**src/rtl/seq_div_pkg.sv**
```systemverilog
// Shared types and constants for the sequential restoring divider.
package seq_div_pkg;

  localparam int SEQ_DIV_MAX_WIDTH = 32;
  localparam int SEQ_DIV_DEF_WIDTH = 8;

  typedef enum logic [1:0] {
    IDLE = 2'd0,
    RUN  = 2'd1,
    FIX  = 2'd2,
    DONE = 2'd3
  } div_state_e;

endpackage

```
**src/rtl/seq_divider_div_step.sv**
```systemverilog
// One restoring-division step: shift in a dividend bit, trial-subtract the divisor.
module div_step
  import seq_div_pkg::*;
#(
  parameter int WIDTH = SEQ_DIV_DEF_WIDTH
) (
  input  logic [WIDTH-1:0] rem_i,
  input  logic             dvd_bit_i,
  input  logic [WIDTH-1:0] divisor_i,
  output logic [WIDTH:0]   rem_o,
  output logic             q_bit_o
);

  logic [WIDTH:0]   shifted;
  logic [WIDTH+1:0] trial;

  always_comb begin
    shifted = {rem_i, dvd_bit_i};
    trial   = {1'b0, shifted} - {2'b00, divisor_i};
    // Borrow out of the extra MSB means the divisor did not fit.
    q_bit_o = ~trial[WIDTH+1];
    rem_o   = q_bit_o ? trial[WIDTH:0] : shifted;
  end

endmodule

```
**src/rtl/seq_divider.sv**
```systemverilog
// Multi-cycle restoring divider, one quotient bit per clock.
// Define SEQ_DIV_SIGNED_EN to add the signed_op port and the FIX sign-correction state.
module seq_divider
  import seq_div_pkg::*;
#(
  parameter int WIDTH = SEQ_DIV_DEF_WIDTH
) (
  input  logic             clk,
  input  logic             rst_n,
  input  logic             start,
  input  logic [WIDTH-1:0] a,
  input  logic [WIDTH-1:0] b,
`ifdef SEQ_DIV_SIGNED_EN
  input  logic             signed_op,
`endif
  output logic             busy,
  output logic             done,
  output logic [WIDTH-1:0] quotient,
  output logic [WIDTH-1:0] remainder,
  output logic             div_by_zero
);

  localparam int CW = $clog2(WIDTH);

  div_state_e       state_q, state_d;
  logic [CW-1:0]    cnt_q, cnt_d;
  logic [WIDTH-1:0] quo_q, quo_d;
  logic [WIDTH-1:0] dvs_q, dvs_d;
  logic [WIDTH:0]   rem_q, rem_d;
  logic             dbz_q, dbz_d;

  logic             accept, fix_go;
  logic [WIDTH-1:0] a_mag, b_mag;
  logic [WIDTH:0]   step_rem;
  logic             step_q;
  logic             unused_rem_msb;

`ifdef SEQ_DIV_SIGNED_EN
  logic sgn_q, sgn_d, qneg_q, qneg_d, rneg_q, rneg_d;
  assign a_mag  = (signed_op && a[WIDTH-1]) ? -a : a;
  assign b_mag  = (signed_op && b[WIDTH-1]) ? -b : b;
  assign fix_go = sgn_q;
`else
  assign a_mag  = a;
  assign b_mag  = b;
  assign fix_go = 1'b0;
`endif

  assign accept         = start && (state_q == IDLE || state_q == DONE);
  // The restored remainder is always below the divisor, so its top bit stays 0.
  assign unused_rem_msb = rem_q[WIDTH];

  div_step #(.WIDTH(WIDTH)) u_step (
    .rem_i     (rem_q[WIDTH-1:0]),
    .dvd_bit_i (quo_q[WIDTH-1]),
    .divisor_i (dvs_q),
    .rem_o     (step_rem),
    .q_bit_o   (step_q)
  );

  always_ff @(posedge clk) begin
    if (!rst_n) begin
      state_q <= IDLE;
      cnt_q   <= '0;
      quo_q   <= '0;
      dvs_q   <= '0;
      rem_q   <= '0;
      dbz_q   <= 1'b0;
`ifdef SEQ_DIV_SIGNED_EN
      sgn_q   <= 1'b0;
      qneg_q  <= 1'b0;
      rneg_q  <= 1'b0;
`endif
    end else begin
      state_q <= state_d;
      cnt_q   <= cnt_d;
      quo_q   <= quo_d;
      dvs_q   <= dvs_d;
      rem_q   <= rem_d;
      dbz_q   <= dbz_d;
`ifdef SEQ_DIV_SIGNED_EN
      sgn_q   <= sgn_d;
      qneg_q  <= qneg_d;
      rneg_q  <= rneg_d;
`endif
    end
  end

  always_comb begin
    state_d = state_q;
    case (state_q)
      IDLE, DONE: begin
        if (start) state_d = (b == '0) ? DONE : RUN;
        else       state_d = IDLE;
      end
      RUN:     if (cnt_q == '0) state_d = fix_go ? FIX : DONE;
      FIX:     state_d = DONE;
      default: state_d = IDLE;
    endcase
  end

  always_comb begin
    cnt_d  = cnt_q;
    quo_d  = quo_q;
    dvs_d  = dvs_q;
    rem_d  = rem_q;
    dbz_d  = dbz_q;
`ifdef SEQ_DIV_SIGNED_EN
    sgn_d  = sgn_q;
    qneg_d = qneg_q;
    rneg_d = rneg_q;
`endif
    if (accept) begin
      cnt_d = CW'(WIDTH - 1);
      dvs_d = b_mag;
      if (b == '0) begin
        quo_d = '1;
        rem_d = {1'b0, a};
        dbz_d = 1'b1;
      end else begin
        // quo_q doubles as the dividend shift register; quotient bits enter at the LSB.
        quo_d = a_mag;
        rem_d = '0;
        dbz_d = 1'b0;
      end
`ifdef SEQ_DIV_SIGNED_EN
      sgn_d  = signed_op;
      qneg_d = a[WIDTH-1] ^ b[WIDTH-1];
      rneg_d = a[WIDTH-1];
`endif
    end else if (state_q == RUN) begin
      quo_d = {quo_q[WIDTH-2:0], step_q};
      rem_d = step_rem;
      if (cnt_q != '0) cnt_d = cnt_q - CW'(1);
    end
`ifdef SEQ_DIV_SIGNED_EN
    else if (state_q == FIX) begin
      if (qneg_q) quo_d = -quo_q;
      if (rneg_q) rem_d = {1'b0, -rem_q[WIDTH-1:0]};
    end
`endif
  end

  always_comb begin
    busy        = (state_q == RUN) || (state_q == FIX);
    done        = (state_q == DONE);
    quotient    = quo_q;
    remainder   = rem_q[WIDTH-1:0];
    div_by_zero = dbz_q;
  end

endmodule

```
**config.mk**
```make
export PLATFORM = sky130hd
export DESIGN_NAME = seq_divider
export DESIGN_NICKNAME = d
export VERILOG_FILES = /design/src/rtl/seq_div_pkg.sv /design/src/rtl/seq_divider_div_step.sv /design/src/rtl/seq_divider.sv
export SDC_FILE = /design/constraint.sdc
export NUM_CORES = 1
export LEC_CHECK = 0
export ABC_AREA = 1
export BUFFER_PORTS_ARGS = -buffer_cell sky130_fd_sc_hd__buf_2
export CORE_MARGIN = 3
export CORE_UTILIZATION = 56
export CTS_BUF_LIST = sky130_fd_sc_hd__clkbuf_2 sky130_fd_sc_hd__clkbuf_4 sky130_fd_sc_hd__clkbuf_8
export DETAILED_ROUTE_END_ITERATION = 8
export PLACE_DENSITY = 0.85
export SETUP_SLACK_MARGIN = 0.15
export SLEW_MARGIN = 10
export SYNTH_ARGS = -nofsm -noshare
export SYNTH_HDL_FRONTEND = slang
export SYNTH_SLANG_ARGS = --single-unit
export TNS_END_PERCENT = 10
```
**constraint.sdc**
```tcl
create_clock -name clk -period 2.3 [get_ports clk]
set_clock_uncertainty 0.2 [all_clocks]
set_input_delay 0 -clock clk [delete_from_list [all_inputs] [get_ports clk]]
set_output_delay 0 -clock clk [all_outputs]
set_load 0.005 [all_outputs]
```
Yosys cells after proc, flatten, opt, wreduce, memory -nomap -nowiden:

Cells that the tools add are included.

* register bits after elaboration: 30
* input bits: 19
* output and inout bits: 19
* logic and storage cells: 39

* $add $sub $neg: 2
* eq/ne operators: 4
* muxes and demuxes: 15
* bitwise operators: 1
* reduce and logical (&&, ||, !) cells: 11

Operator list (count)
* 8-bit two-way mux: 7
* 9-bit by 8-bit subtractor with 10-bit output: 1
* 3-bit two-way mux: 3
* 8-bit zero test: 1
* 2-bit two-way mux: 3
* 2-bit case mux with 3 select lines: 1
* 2-bit == test, second input constant: 2
* 2-bit nonzero test: 2
* 3-bit zero test: 1
* 3-bit nonzero test: 1
* 3-bit by 1-bit subtractor with 3-bit output, second input constant: 1
* 2-bit by 1-bit == test with 1-bit output, second input constant: 1
* 2-bit zero test: 1
* 1-bit logical OR: 2
* 2-bit inequality test, second input constant: 1
* 2-bit AND reduction: 1
* 2-bit OR reduction: 1
* 1-bit logical AND: 1
* 1-bit two-way mux: 1
* 1-bit inverter: 1

Depth between registers and ports, before layout:

* depth after elaboration: 5
* mapped depth: 12
* depth with buffers taken out: 12

Cells and area by module:

Synthesis repeated with hierarchy kept, for this count alone.

* cell total of the unflattened synthesis: 312
* area total of the unflattened synthesis: 2044.5 µm²

By module, submodules not included
* seq_divider: instances 1, cells an instance 187, area an instance 1366.3 µm², sequential area each 600.6 µm²
* div_step: instances 1, cells an instance 125, area an instance 678.2 µm², sequential area each 0.0 µm²

Least setup slack after synthesis:

Ideal clock, no wire load.

* path type: flip-flop to flip-flop
* start point: register quo_q[7], in the netlist quotient[7]
* end point: register rem_q[6]
* library setup time: 0.070 ns
* arrival time: 1.507 ns
* data required time: 2.030 ns
* slack: 0.523 ns
* stages on the path, launching flop included: 13
* path buffers: 0
* period minus slack after synthesis: 1.777 ns
* cell sequence: dfxtp_1 -> inv_1 -> ha_1 -> fa_1 -> inv_1 -> nand2_1 -> nand2_1 -> nand3b_1 -> nand2_1 -> nand2_1 -> nand3_1 -> nand3_1 -> a21oi_1

* cells in the longest elaborated chain, start to end: 4

RTL lines
* from (decl): line seq_divider.sv:27 `logic [WIDTH-1:0] quo_q, quo_d;`
* from (signal assigned): line seq_divider.sv:77 `quo_q <= quo_d;`
* 9-bit by 8-bit subtractor with 10-bit output: line seq_divider_div_step.sv:19 `trial = {1'b0, shifted} - {2'b00, divisor_i};`
* 8-bit two-way mux: line seq_divider_div_step.sv:22 `rem_o = q_bit_o ? trial[WIDTH:0] : shifted;`
* 8-bit two-way mux: line seq_divider.sv:131 `end else if (state_q == RUN) begin`
* 8-bit two-way mux: line seq_divider.sv:113 `if (accept) begin`
* to (signal assigned): line seq_divider.sv:79 `rem_q <= rem_d;`
* to (decl): line seq_divider.sv:29 `logic [WIDTH:0] rem_q, rem_d;`

No other way between the ends. The select of a mux whose other input is x is not followed.
A chain may end at the register's enable or synchronous reset.

Worst setup path after layout:

* start point: register state_q[1]
* end point: register rem_q[4]

* cells in the longest elaborated chain, start to end: 4
* elaborated cells between the ends (all ways): 7
* those cells by class: eq/ne: 2; mux: 1; reduce/logical: 4

RTL lines
* from (decl): line seq_divider.sv:25 `div_state_e state_q, state_d;`
* from (signal assigned): line seq_divider.sv:75 `state_q <= state_d;`
* 2-bit == test / 2-bit zero test (equally long branches): line seq_divider.sv:49 `assign accept = start && (state_q == IDLE || state_q == DONE);`
* 1-bit logical OR: line seq_divider.sv:49
* 1-bit logical AND: line seq_divider.sv:49
* 8-bit two-way mux / 2-bit nonzero test (equally long branches)

Several ways; a longest one is shown, not always the timed one.

==> results.cfg <==
[hold_path]
hold_class = flip-flop to flip-flop
worstHoldStart = dvs_q[6]$_SDFFE_PN0P_

[yosys]
synthSimpleGateAreaFrac_pct = 24.2
avgSynthCellArea_um2 = 7.08
synth.top_cells.by_area = dfxtp_1, o21ai_0, nand2_1, ha_1, inv_1
synth_top_family_by_area = simple AND/OR/NAND/NOR gates
ys_warn_count = 0
synth_cell_types = 29
yosysTopAreaCell = dfxtp_1
synth_compound_area_share_pct = 22.4
synth_top_area_share_pct = 32.7
synth.area.mux_share_pct = 0
synth-seq-cells = 30
synthCells = 259
synth_fa_ha_area_share_pct = 9.28
synth-xor-area-share_pct = 0.955
synth_fp_nets = 291
syn_area_um2 = 1830
yosysSeqAreaShare_pct = 32.7

[sta]
final_max_slew_viol_count = 0
grt_setup_unrepaired = no
worstMarginPinSlew_ps = 385
fmax_mhz = 504
setup_violations = 0
fin_crit_ps = 1980
setup_ws_ps = 316
period_share_pct = 86.2
hold_viol = 0
slew_headroom_pct = 74.3
setup_tns_ps = 0

[critical_path]
path_buf_inv = 3
critical_path.cell_chain = inv_1, ha_1, nand2_2, inv_2, nor2_2, inv_2, nand2_1, o21ai_0, a21oi_1
crit_path_frequent_cell = inv_2
r2r-start = state_q[1]$_SDFFE_PN0P_
cp_max_fo = 15
worstSetupStartpointType = flip-flop
startpoint = state_q[1]$_SDFFE_PN0P_
criticalPathCategory = flip-flop to flip-flop
max_stage_delay_ps = 360
critical_path_required_ps = 2370
cp-end-kind = flip-flop
critical_path.top_delay_family = simple AND/OR/NAND/NOR gates
arrival_ps = 2060
crit_slowest_cell = dfxtp_1

[pwr]
finalPower_uw = 3030
peakVddDrop_mv = 0.728
p_leak_uw = 0.00111
power.density_nw_per_um2 = 1310

[floorplan]
die_area_um2 = 4000
initial_core_util_pct = 59.6
die_y_um = 63.2
num_rows = 20
core_area_um2 = 3080
die_w_um = 63.2
io_pins = 38

[layout]
layout-drive-gt1-share_pct = 19.6
synthToLayoutAreaGrowth_pct = 25.7
nNetsFinal = 347
antenna_cells = 0

[routing]
drc = 0
viasPerCell = 5.42
dr.pass1.iters = 7
drt_iter0_markers = 153
detail-route-antenna-nets = 0
via_count = 1952
wirelength_um = 5010
wl_per_cell_um = 13.9

[cts]
post_cts.repair.setup_buffers = 0
path_clk_slew_ps = 110
numCtsBuffers = 5
insertion_delay_ps = 340
htree_levels = 2
cts.sinks = 30
cts_root_buffer = clkbuf_4
cts_tree = yes
ctsLongestPathBuffers = 2

[global_routing]
antenna_found_initial = 0
grt_pass1_wl_um = 8290
grt_pass1_vias = 1801
grt_max_degree = 43
grt_use_total_pct = 26.3
grt_overflow = 0

[placed_design]
routabilityCongestion = 0.956
numPortBuffers = 37
hpwl_um = 3230
dpl_worst_slack_ps = 307

[job]
maxCapViolations = 0

[status]
status = finished, final reports clean
## cells by family (layout without fill, tap and decap cells)
| kind of cell | count (synthesis) | after routing |
|---|---|---|
| and+or+nand+nor | 92 | 92 |
| AOI/OAI and AO/OA | 75 | 75 |
| buffers and inverters | 47 | 104 |
| DFF | 30 | 30 |
| adders and majority gates | 13 | 13 |
| xor gates and xnor gates | 2 | 2 |
## worst paths after layout
kind	end	slack [ps]	depth (start not counted)
worst min register to register	dvs_q[6]$_SDFFE_PN0P_	270	2
worst max register to register	rem_q[4]$_SDFFE_PN0P_	320	9
worst max-delay path	rem_q[4]$_SDFFE_PN0P_	320	9
worst min-delay path	dvs_q[6]$_SDFFE_PN0P_	270	2
## timing repair
item                       CTS  global route
hold endpoints to repair    29             0
resized for setup            0             1
setup endpoints to repair    0             1
hold buffers                18             0
## sequential cells by signal (all words and copies together), names as in the netlist
name	count
dvs_q	8
rem_q	8
div_by_zero	1
cnt_q	3
state_q	2
quotient	8
## worst min-delay path: stages (launching register included)
cell     delay (ps)
dfxtp_1         310
inv_1            70
a21oi_1          60
## layout by cell type, fill, tap and decap left out, drive strengths merged, types with 2 or more instances in the layout
master,count
nand2,47
inv,39
buf,39
o21ai,34
dfxtp,30
a21oi,30
nand3,20
dlygate4sd3,18
nor2,14
ha,12
nand4,8
o22ai,7
clkbuf,5
a31oi,2
xor2,2
clkinv,2
or2,2
## synth_stat cells
cell      count
nand2_1      44
inv_1        37
o21ai_0      34
dfxtp_1      30
a21oi_1      27
nand3_1      18
ha_1         12
nor2_1       12
nand4_1       8
o22ai_1       7
clkbuf_1      5
nand2_2       3
a21oi_2       2
a31oi_1       2
inv_2         2
nand3_4       2
xor2_1        2
a21oi_4       1
a221oi_1      1
buf_1         1
buf_4         1
clkbuf_8      1
fa_1          1
nand3b_1      1
nor2_2        1
nor2_4        1
o21bai_1      1
or2_2         1
or2_4         1
## power by group
part	total [µW]	switching (µW)	internal (µW)	leakage, µW
clock network	419	194	225	0.0000450
registers	793	113	680	0.000248
logic	1820	1120	695	0.000821
total	3030	1430	1600	0.00111
## stage by stage
step	hold slack (ps)	cell area [µm²]	util, %	instances
after floorplan	-61.6	1830	-	259
after global placement	89.4	2050	66.5	334
after detailed placement	97.0	2050	66.5	334
after CTS	270	2300	74.8	360
after global routing	308	2310	74.9	360
final	271	2310	74.9	360
## layout make-up
cell class / count / area [µm²]
Inverter: 39 / 146
Tap cell: 44 / 55.1
Clock inverter: 3 / 40.0
Multi-Input combinational cell: 182 / 1050
Sequential cell: 30 / 601
Fill cell: 267 / 772
Timing Repair Buffer: 57 / 380
Clock buffer: 5 / 37.5
## layer usage
metal	global-route usage (%)	vias to the layer above	share of wire, %
li1	-	985	-
met5	0	-	0
met4	9.43	0	2.3
met1	32.6	872	42
met3	5.35	12	6.8
met2	45.1	83	49
Note: power is estimated with default switching activity, not from simulation.
